--- config.mk ---
export PLATFORM = sky130hd
export DESIGN_NAME = carrier_derotator
export DESIGN_NICKNAME = d
export VERILOG_FILES = /design/src/rtl/carrier_derotator.sv
export SDC_FILE = /design/constraint.sdc
export NUM_CORES = 1
export LEC_CHECK = 0
export ABC_AREA = 1
export BUFFER_PORTS_ARGS = -buffer_cell sky130_fd_sc_hd__buf_2
export CORE_MARGIN = 2
export CORE_UTILIZATION = 25
export DETAILED_ROUTE_END_ITERATION = 10
export REMOVE_ABC_BUFFERS = 1
export SLEW_MARGIN = 5
export SYNTH_ARGS = -nofsm -noshare
export SYNTH_HDL_FRONTEND = slang
export SYNTH_SLANG_ARGS = --single-unit
--- constraint.sdc ---
create_clock -name i_clock -period 5 [get_ports i_clock]
set_clock_uncertainty 0.2 [all_clocks]
set_input_delay 1 -clock i_clock [delete_from_list [all_inputs] [get_ports i_clock]]
set_output_delay 1 -clock i_clock [all_outputs]
set_load 0.1 [all_outputs]
--- src/rtl/carrier_derotator.sv ---
// Carrier de-rotator: NCO-driven conjugate complex multiply that strips a carrier
// frequency/phase offset from a valid-strobed I/Q stream, saturating back to the input format.
module carrier_derotator #(
    parameter int NB_DATA     = 8,
    parameter int NBF_DATA    = 7,
    parameter int NB_COEF     = 8,
    parameter int NBF_COEF    = 7,
    parameter int NB_PHASE    = 16,
    parameter int NB_LUT_ADDR = 8
) (
    input  logic                i_clock,
    input  logic                i_reset,
    input  logic                i_valid,
    input  logic [NB_DATA-1:0]  i_dataI,
    input  logic [NB_DATA-1:0]  i_dataQ,
    input  logic [NB_PHASE-1:0] i_freq_word,
    input  logic                i_phase_load,
    input  logic [NB_PHASE-1:0] i_phase_init,
    output logic                o_valid,
    output logic [NB_DATA-1:0]  o_dataI,
    output logic [NB_DATA-1:0]  o_dataQ,
    output logic [NB_PHASE-1:0] o_phase
);

    localparam int NB_PROD = NB_DATA + NB_COEF;
    localparam int NB_SUM  = NB_PROD + 1;

    // Quarter-wave table: round(127*sin(2*pi*k/256)) for k = 0..64.
    function automatic logic [6:0] quarter_sine(input logic [6:0] idx);
        logic [6:0] q;
        case (idx)
            7'd0:  q = 7'd0;   7'd1:  q = 7'd3;   7'd2:  q = 7'd6;   7'd3:  q = 7'd9;
            7'd4:  q = 7'd12;  7'd5:  q = 7'd16;  7'd6:  q = 7'd19;  7'd7:  q = 7'd22;
            7'd8:  q = 7'd25;  7'd9:  q = 7'd28;  7'd10: q = 7'd31;  7'd11: q = 7'd34;
            7'd12: q = 7'd37;  7'd13: q = 7'd40;  7'd14: q = 7'd43;  7'd15: q = 7'd46;
            7'd16: q = 7'd49;  7'd17: q = 7'd51;  7'd18: q = 7'd54;  7'd19: q = 7'd57;
            7'd20: q = 7'd60;  7'd21: q = 7'd63;  7'd22: q = 7'd65;  7'd23: q = 7'd68;
            7'd24: q = 7'd71;  7'd25: q = 7'd73;  7'd26: q = 7'd76;  7'd27: q = 7'd78;
            7'd28: q = 7'd81;  7'd29: q = 7'd83;  7'd30: q = 7'd85;  7'd31: q = 7'd88;
            7'd32: q = 7'd90;  7'd33: q = 7'd92;  7'd34: q = 7'd94;  7'd35: q = 7'd96;
            7'd36: q = 7'd98;  7'd37: q = 7'd100; 7'd38: q = 7'd102; 7'd39: q = 7'd104;
            7'd40: q = 7'd106; 7'd41: q = 7'd107; 7'd42: q = 7'd109; 7'd43: q = 7'd111;
            7'd44: q = 7'd112; 7'd45: q = 7'd113; 7'd46: q = 7'd115; 7'd47: q = 7'd116;
            7'd48: q = 7'd117; 7'd49: q = 7'd118; 7'd50: q = 7'd120; 7'd51: q = 7'd121;
            7'd52: q = 7'd122; 7'd53: q = 7'd122; 7'd54: q = 7'd123; 7'd55: q = 7'd124;
            7'd56: q = 7'd125; 7'd57: q = 7'd125; 7'd58: q = 7'd126; 7'd59: q = 7'd126;
            7'd60: q = 7'd126; 7'd61: q = 7'd127; 7'd62: q = 7'd127; 7'd63: q = 7'd127;
            default: q = 7'd127;
        endcase
        return q;
    endfunction

    // Full-circle sine from quadrant symmetry; cosine is the same lookup a quarter turn ahead.
    function automatic logic signed [NB_COEF-1:0] sine_lut(input logic [NB_LUT_ADDR-1:0] addr);
        logic [6:0]                idx;
        logic signed [NB_COEF-1:0] mag;
        idx = addr[6] ? (7'd64 - {1'b0, addr[5:0]}) : {1'b0, addr[5:0]};
        mag = {{(NB_COEF-7){1'b0}}, quarter_sine(idx)};
        return addr[7] ? -mag : mag;
    endfunction

    function automatic logic signed [NB_DATA-1:0] sat_trunc(input logic signed [NB_SUM-1:0] s);
        logic [NB_SUM-NB_DATA-NBF_COEF:0] top;
        top = s[NB_SUM-1 : NB_DATA+NBF_COEF-1];
        if ((&top) || !(|top))
            return s[NB_DATA+NBF_COEF-1 -: NB_DATA];
        else if (s[NB_SUM-1])
            return {1'b1, {(NB_DATA-1){1'b0}}};
        else
            return {1'b0, {(NB_DATA-1){1'b1}}};
    endfunction

    logic [NB_PHASE-1:0]    acc;
    logic [NB_PHASE-1:0]    phase_sel;
    logic [NB_LUT_ADDR-1:0] lut_addr;

    logic signed [NB_DATA-1:0] data_i_p1, data_q_p1;
    logic signed [NB_COEF-1:0] cos_p1, sin_p1;
    logic [NB_PHASE-1:0]       phase_p1;
    logic                      vld_p1;

    logic signed [NB_PROD-1:0] prod_ic_p2, prod_qs_p2, prod_qc_p2, prod_is_p2;
    logic [NB_PHASE-1:0]       phase_p2;
    logic                      vld_p2;

    logic signed [NB_SUM-1:0]  sum_i, sum_q;

    assign phase_sel = i_phase_load ? i_phase_init : acc;
    assign lut_addr  = phase_sel[NB_PHASE-1 -: NB_LUT_ADDR];

    always_comb begin
        sum_i = $signed({prod_ic_p2[NB_PROD-1], prod_ic_p2}) + $signed({prod_qs_p2[NB_PROD-1], prod_qs_p2});
        sum_q = $signed({prod_qc_p2[NB_PROD-1], prod_qc_p2}) - $signed({prod_is_p2[NB_PROD-1], prod_is_p2});
    end

    always_ff @(posedge i_clock) begin
        if (i_reset) begin
            acc        <= '0;
            data_i_p1  <= '0;
            data_q_p1  <= '0;
            cos_p1     <= '0;
            sin_p1     <= '0;
            phase_p1   <= '0;
            vld_p1     <= 1'b0;
            prod_ic_p2 <= '0;
            prod_qs_p2 <= '0;
            prod_qc_p2 <= '0;
            prod_is_p2 <= '0;
            phase_p2   <= '0;
            vld_p2     <= 1'b0;
            o_dataI    <= '0;
            o_dataQ    <= '0;
            o_phase    <= '0;
            o_valid    <= 1'b0;
        end else begin
            if (i_valid)
                acc <= phase_sel + i_freq_word;
            else if (i_phase_load)
                acc <= i_phase_init;

            // Stage 1: capture sample, phasor and the phase it was taken at
            data_i_p1 <= $signed(i_dataI);
            data_q_p1 <= $signed(i_dataQ);
            cos_p1    <= sine_lut(lut_addr + NB_LUT_ADDR'(64));
            sin_p1    <= sine_lut(lut_addr);
            phase_p1  <= phase_sel;
            vld_p1    <= i_valid;

            // Stage 2: full-precision products
            prod_ic_p2 <= NB_PROD'(data_i_p1) * NB_PROD'(cos_p1);
            prod_qs_p2 <= NB_PROD'(data_q_p1) * NB_PROD'(sin_p1);
            prod_qc_p2 <= NB_PROD'(data_q_p1) * NB_PROD'(cos_p1);
            prod_is_p2 <= NB_PROD'(data_i_p1) * NB_PROD'(sin_p1);
            phase_p2   <= phase_p1;
            vld_p2     <= vld_p1;

            // Stage 3: conjugate sums, truncated and saturated to the I/Q format
            o_dataI <= sat_trunc(sum_i);
            o_dataQ <= sat_trunc(sum_q);
            o_phase <= phase_p2;
            o_valid <= vld_p2;
        end
    end

endmodule

---- Word level (Yosys, flattened, before mapping) ----
Memory sizes are Yosys's and may differ from the RTL's.
Index checks and enable logic that the tools add are counted.
operators by class
  eq/ne operators ......................... 0
  order comparisons ....................... 0
  bitwise operators ....................... 2
  shift operators ......................... 0
  mux-type cells .......................... 14
  divide/modulo/power cells ............... 0
  $add $sub $neg .......................... 8
  multipliers ............................. 4
  reductions and logical operators ........ 10
operators by type and width
  operator             number
  $mul 8x8->16         4
  $mux 7               8
  $mux 16              2
  $mux 8               4
  $add 16x16->17       1
  $sub 16x16->17       1
  $add 16x16->16       1
  $neg 7->8            2
  $sub 7x6->7 const A  2
  $add 8x7->8 const B  1
  $reduce_and 3->1     2
  $reduce_or 3->1      2
  $reduce_or 2->1      2
  $logic_not 1->1      2
  $logic_or 1x1->1     2
  $not 1->1            2
storage, ports and cells
  ROM bits ................................ 896
  bits in latches ......................... 0
  RAM bits ................................ 0
  output and inout port bits .............. 33
  word-level logic and storage cells ...... 59
  memories ................................ 2
  bits of input ports ..................... 52
  register bits after elaboration ......... 179
memories
  memory            words  width  read ports  clocked after Yosys merged registers in  wr ports  line  RTL
  (name not given)  64     7      1           0                                        0         31    case (idx)
  (name not given)  64     7      1           0                                        0         31

---- Depth between registers and ports, before layout ----
An unclocked memory read counts as a cell.
  depth in word-level cells ............... 9
  gate-level depth with buffers ........... 27
  mapped depth without buffers ............ 25

---- Least setup slack after synthesis ----
OpenSTA, ideal clock, no wires.
  kind .................................... register to register
  start point ............................. reg data_i_p1[3]
  end point ............................... reg prod_is_p2[14]
  required time ........................... 4,684 ps
  clock period less this slack ............ 4,743 ps
  path slack .............................. 257 ps
  cell stages (with the launch flop) ...... 25
  arrival time ............................ 4,427 ps
  setup time .............................. 116 ps
  buffers on the path ..................... 2
  cell sequence ........................... dfxtp_1 clkbuf_1 clkbuf_1 nand2_1 fa_1 inv_1 fa_1 inv_1 fa_1 fa_1 inv_1 ha_1 inv_1 nor2_1 o21ai_0 a21boi_0 or2_2 a21oi_1 o21ai_0 nand2_1 nand2_1 a21oi_1 inv_1 nor2_1 nor2_1
between the ends
  word-level cells in the longest chain between the ends .. 1
ends and longest elaborated chain
  item                    line  RTL
  start, declared         77    logic signed [NB_DATA-1:0] data_i_p1, data_q_p1;
  start signal, assigned  122   data_i_p1 <= $signed(i_dataI);
  $mul 8x8->16            133   prod_is_p2 <= NB_PROD'(data_i_p1) * NB_PROD'(sin_p1);
  end signal, assigned    133
  end, declared           82    logic signed [NB_PROD-1:0] prod_ic_p2, prod_qs_p2, prod_qc_p2, prod_is_p2;
No other way between the ends.
A chain may end at the register's enable or synchronous reset.

---- Final worst setup path ----
  start point ............................. reg sin_p1[7]
  end point ............................... reg prod_is_p2[13]
between the ends
  word-level cells in the longest chain between the ends .. 1
ends and longest elaborated chain
  item                    line  RTL
  start, declared         78    logic signed [NB_COEF-1:0] cos_p1, sin_p1;
  start signal, assigned  125   sin_p1 <= sine_lut(lut_addr);
  $mul 8x8->16            133
No other way between the ends.

==> reports/results.ini <==
[outcome]
status=finished clean

[critical_path]
crit_type=flop to flop
cp_slowest_cell=fa_1
path_cells=inv_1 -> buf_4 -> or2_2 -> fa_1 -> inv_1 -> fa_1 -> fa_1 -> inv_1 -> fa_1 -> inv_1 -> ha_1 -> nand2_1 -> nor2_1 -> a211oi_1 -> nand2_1 -> nand2_1 -> inv_1 -> nor2_1 -> inv_1 -> a21oi_1 -> o21ai_0 -> a21oi_1
cp.arrival_ns=4.94
crit_fanout=6
crit_path_start_kind=flop
end_kind=flop
crit_required_ns=5.21
max_stage_delay_ns=0.50
path_delay_family=adder cells
r2r-start=sin_p1[7]
critPathBufInv=7
cp-startpoint=sin_p1[7]
crit_path_frequent_cell=inv_1

[clocking]
max-clock-path-buffers=2
cts_hold_repair.buffers=0
clk-insertion-delay-late_ns=0.49
cts_root_buf=clkbuf_16
cts-buffers-inserted=17
cts_tree=done
cts.sinks=179
cts_htree_levels=4
cts.clk_slew.worst_paths_ns=0.07

[placed_design]
dp_hpwl_um=36170
port_buffers=84
placed_cell_area_mm2=0.02091
gp_congestion=0.8783

[timing]
finalSetupViolCount=0
period_needed_ns=4.730
fin_hold_ws_ns=0.2029
relSlewSlack=0.1384
hold_viol_final=0
tightest_slew_ns=1.288
slew_violations=0
fmax_ghz=0.2114
timing.final.crit_share=0.9461

[route]
wl_per_cell_um=12.02
ant_nets=0
drt_iter0_drc=1008
drt_wl_total_um=44670
drcViolationCount=0
detail_route.first_pass.iterations=5
vias=15386
via_per_inst=4.139

[floorplan]
die_width_um=281.0
die_y_um=281.0
ios=85
dieArea_mm2=0.07894
rows=101
start_util=0.2525
core_area_mm2=0.07595

[global_route]
grt_pass1_vias=15379
antenna_found_initial=1
grt_overflow=0
grt.total_usage=0.1202
grt_pass1_wl_um=76120
grt_max_degree=62

[yosys]
yosys_warnings=0
ys_ff_latch=179
postSynthCellCount=2605
ys_types=45
synth_edf_count=0
synth_area_per_cell_um2=7.362
ys_seq_area_frac=0.1868
synth_ff_type=dfxtp_1
async_reset_ff_frac=0
synth_area_mm2=0.01918

[final_layout]
nets=3126
areaGrowthSynthToFinish_pct=12.65
drive_gt1_frac=0.09862
fin_area_mm2=0.02160
diodes=0
fin_util=0.2845
fillCellCount=8297

[flow_run]
maxCapViolCount=0

[power]
p_leak_nw=12.15
irDropWorstVdd_v=0.0002913
p_per_area_mw_per_mm2=436.2
power_mw=9.424

[min_path]
hold_path_class=flop to flop
hold_start=phase_p2[2]

## logic make-up after synthesis
family / count (synthesis) / share of synthesized area
AO/OA/AOI/OAI: 307 / 0.08683
XOR/XNOR: 57 / 0.02603
adder cells (fa/ha/maj): 399 / 0.3468
buffers and inverters: 800 / 0.1604
flip-flops: 179 / 0.1868
AND/OR/NAND/NOR: 863 / 0.1931
## stage by stage
stage,setup TNS [ns],setup slack (ns),std cells
finish,0,0.2695,3717
global route,-0.008439,-0.008439,3717
CTS,0,0.07446,3717
detailed placement,0,0.09471,3686
global placement,0,0.1848,3686
floorplan,0,0.4800,2517
## flip-flops by register name, summed over array words and instances (netlist names), 16 cells and up
register / flops
acc: 16
o_phase: 16
phase_p1: 16
phase_p2: 16
prod_ic_p2: 16
prod_is_p2: 16
prod_qc_p2: 16
prod_qs_p2: 16
## synthesized netlist by cell type (all sizes together) (7+ instances only)
cell | count | area [µm²]
nand3 | 114 | 685.7
or2 | 12 | 75.07
clkbuf | 74 | 279.0
a21oi | 147 | 735.7
o21bai | 7 | 52.55
xor2 | 28 | 245.2
o21ai | 113 | 588.1
ha | 178 | 2227
inv | 711 | 2669
nor2 | 194 | 755.7
dfxtp | 179 | 3583
o21a | 7 | 52.55
fa | 221 | 4424
xnor2 | 29 | 254.0
nand2 | 510 | 1989
buf | 14 | 123.9
o22ai | 11 | 68.82
nand4 | 17 | 106.4
nor3 | 11 | 55.05
## tightest hold or removal path: stages, from the launching register on
cell	delay, ns
dfxtp_1	0.30
inv_1	0.04
nor2_1	0.03
## layer usage
metal | part of all wire | vias to the layer above | track usage | wire (µm)
met1 | 0.48 | 7220 | 0.1607 | 21460
met3 | 0.032 | 50 | 0.01846 | 1434
met2 | 0.46 | 222 | 0.1972 | 20720
li1 | - | 7894 | - | -
met4 | 0.024 | 0 | 0.04018 | 1056
met5 | 0 | - | 0 | 0
## final cells by class
type	count	area, µm²	area share
Multi-Input combinational cell	1626	12580	0.5822
Sequential cell	179	3605	0.1668
Inverter	712	2673	0.1237
Tap cell	1030	1289	0.05965
Timing Repair Buffer	139	855.8	0.03961
Clock buffer	17	425.4	0.01969
Clock inverter	14	180.2	0.008340
## worst paths after layout
| kind | cells past startpoint | endpoint | slack (ns) |
|---|---|---|---|
| max | 22 | prod_is_p2[13] | 0.27 |
| max reg2reg | 22 | prod_is_p2[13] | 0.27 |
| min | 2 | o_phase[2] | 0.20 |
| min reg2reg | 2 | o_phase[2] | 0.20 |
## report_power, final
part           internal, mW  total [mW]  switching [mW]
registers              1.76        1.98           0.215
clock network         0.720        1.43           0.707
logic                  2.17        6.02            3.85
total                  4.65        9.42            4.77
## timing repair
item	in CTS	in global routing
gates resized for setup	0	35
endpoints found under the setup margin	0	12
buffers inserted	0	0
## cells in the final DEF (no fill, tap or decap), drive strengths merged
master    netlist  layout
fa            221     221
nand4          17      17
o22a            1       1
nand3b          4       4
nand2         510     510
a31oi           4       4
or2            12      12
inv           711     719
o211ai          2       2
ha            178     178
o21bai          7       7
bufinv          0       1
a21o            3       3
clkinvlp        0       1
a211oi          5       5
a21boi          2       2
o21a            7       7
o21ai         113     113
nand3         114     114
xor2           28      28
clkinv          1       5
dfxtp         179     179
nor2          194     194
a21oi         147     147
buf            14     139
o221ai          1       1
clkbuf         74      17
o31ai           1       1
xnor2          29      29
o2111ai         2       2
and2            1       1
a221o           1       1
o22ai          11      11
nor3           11      11
Note: power is estimated with default switching activity, not from simulation.
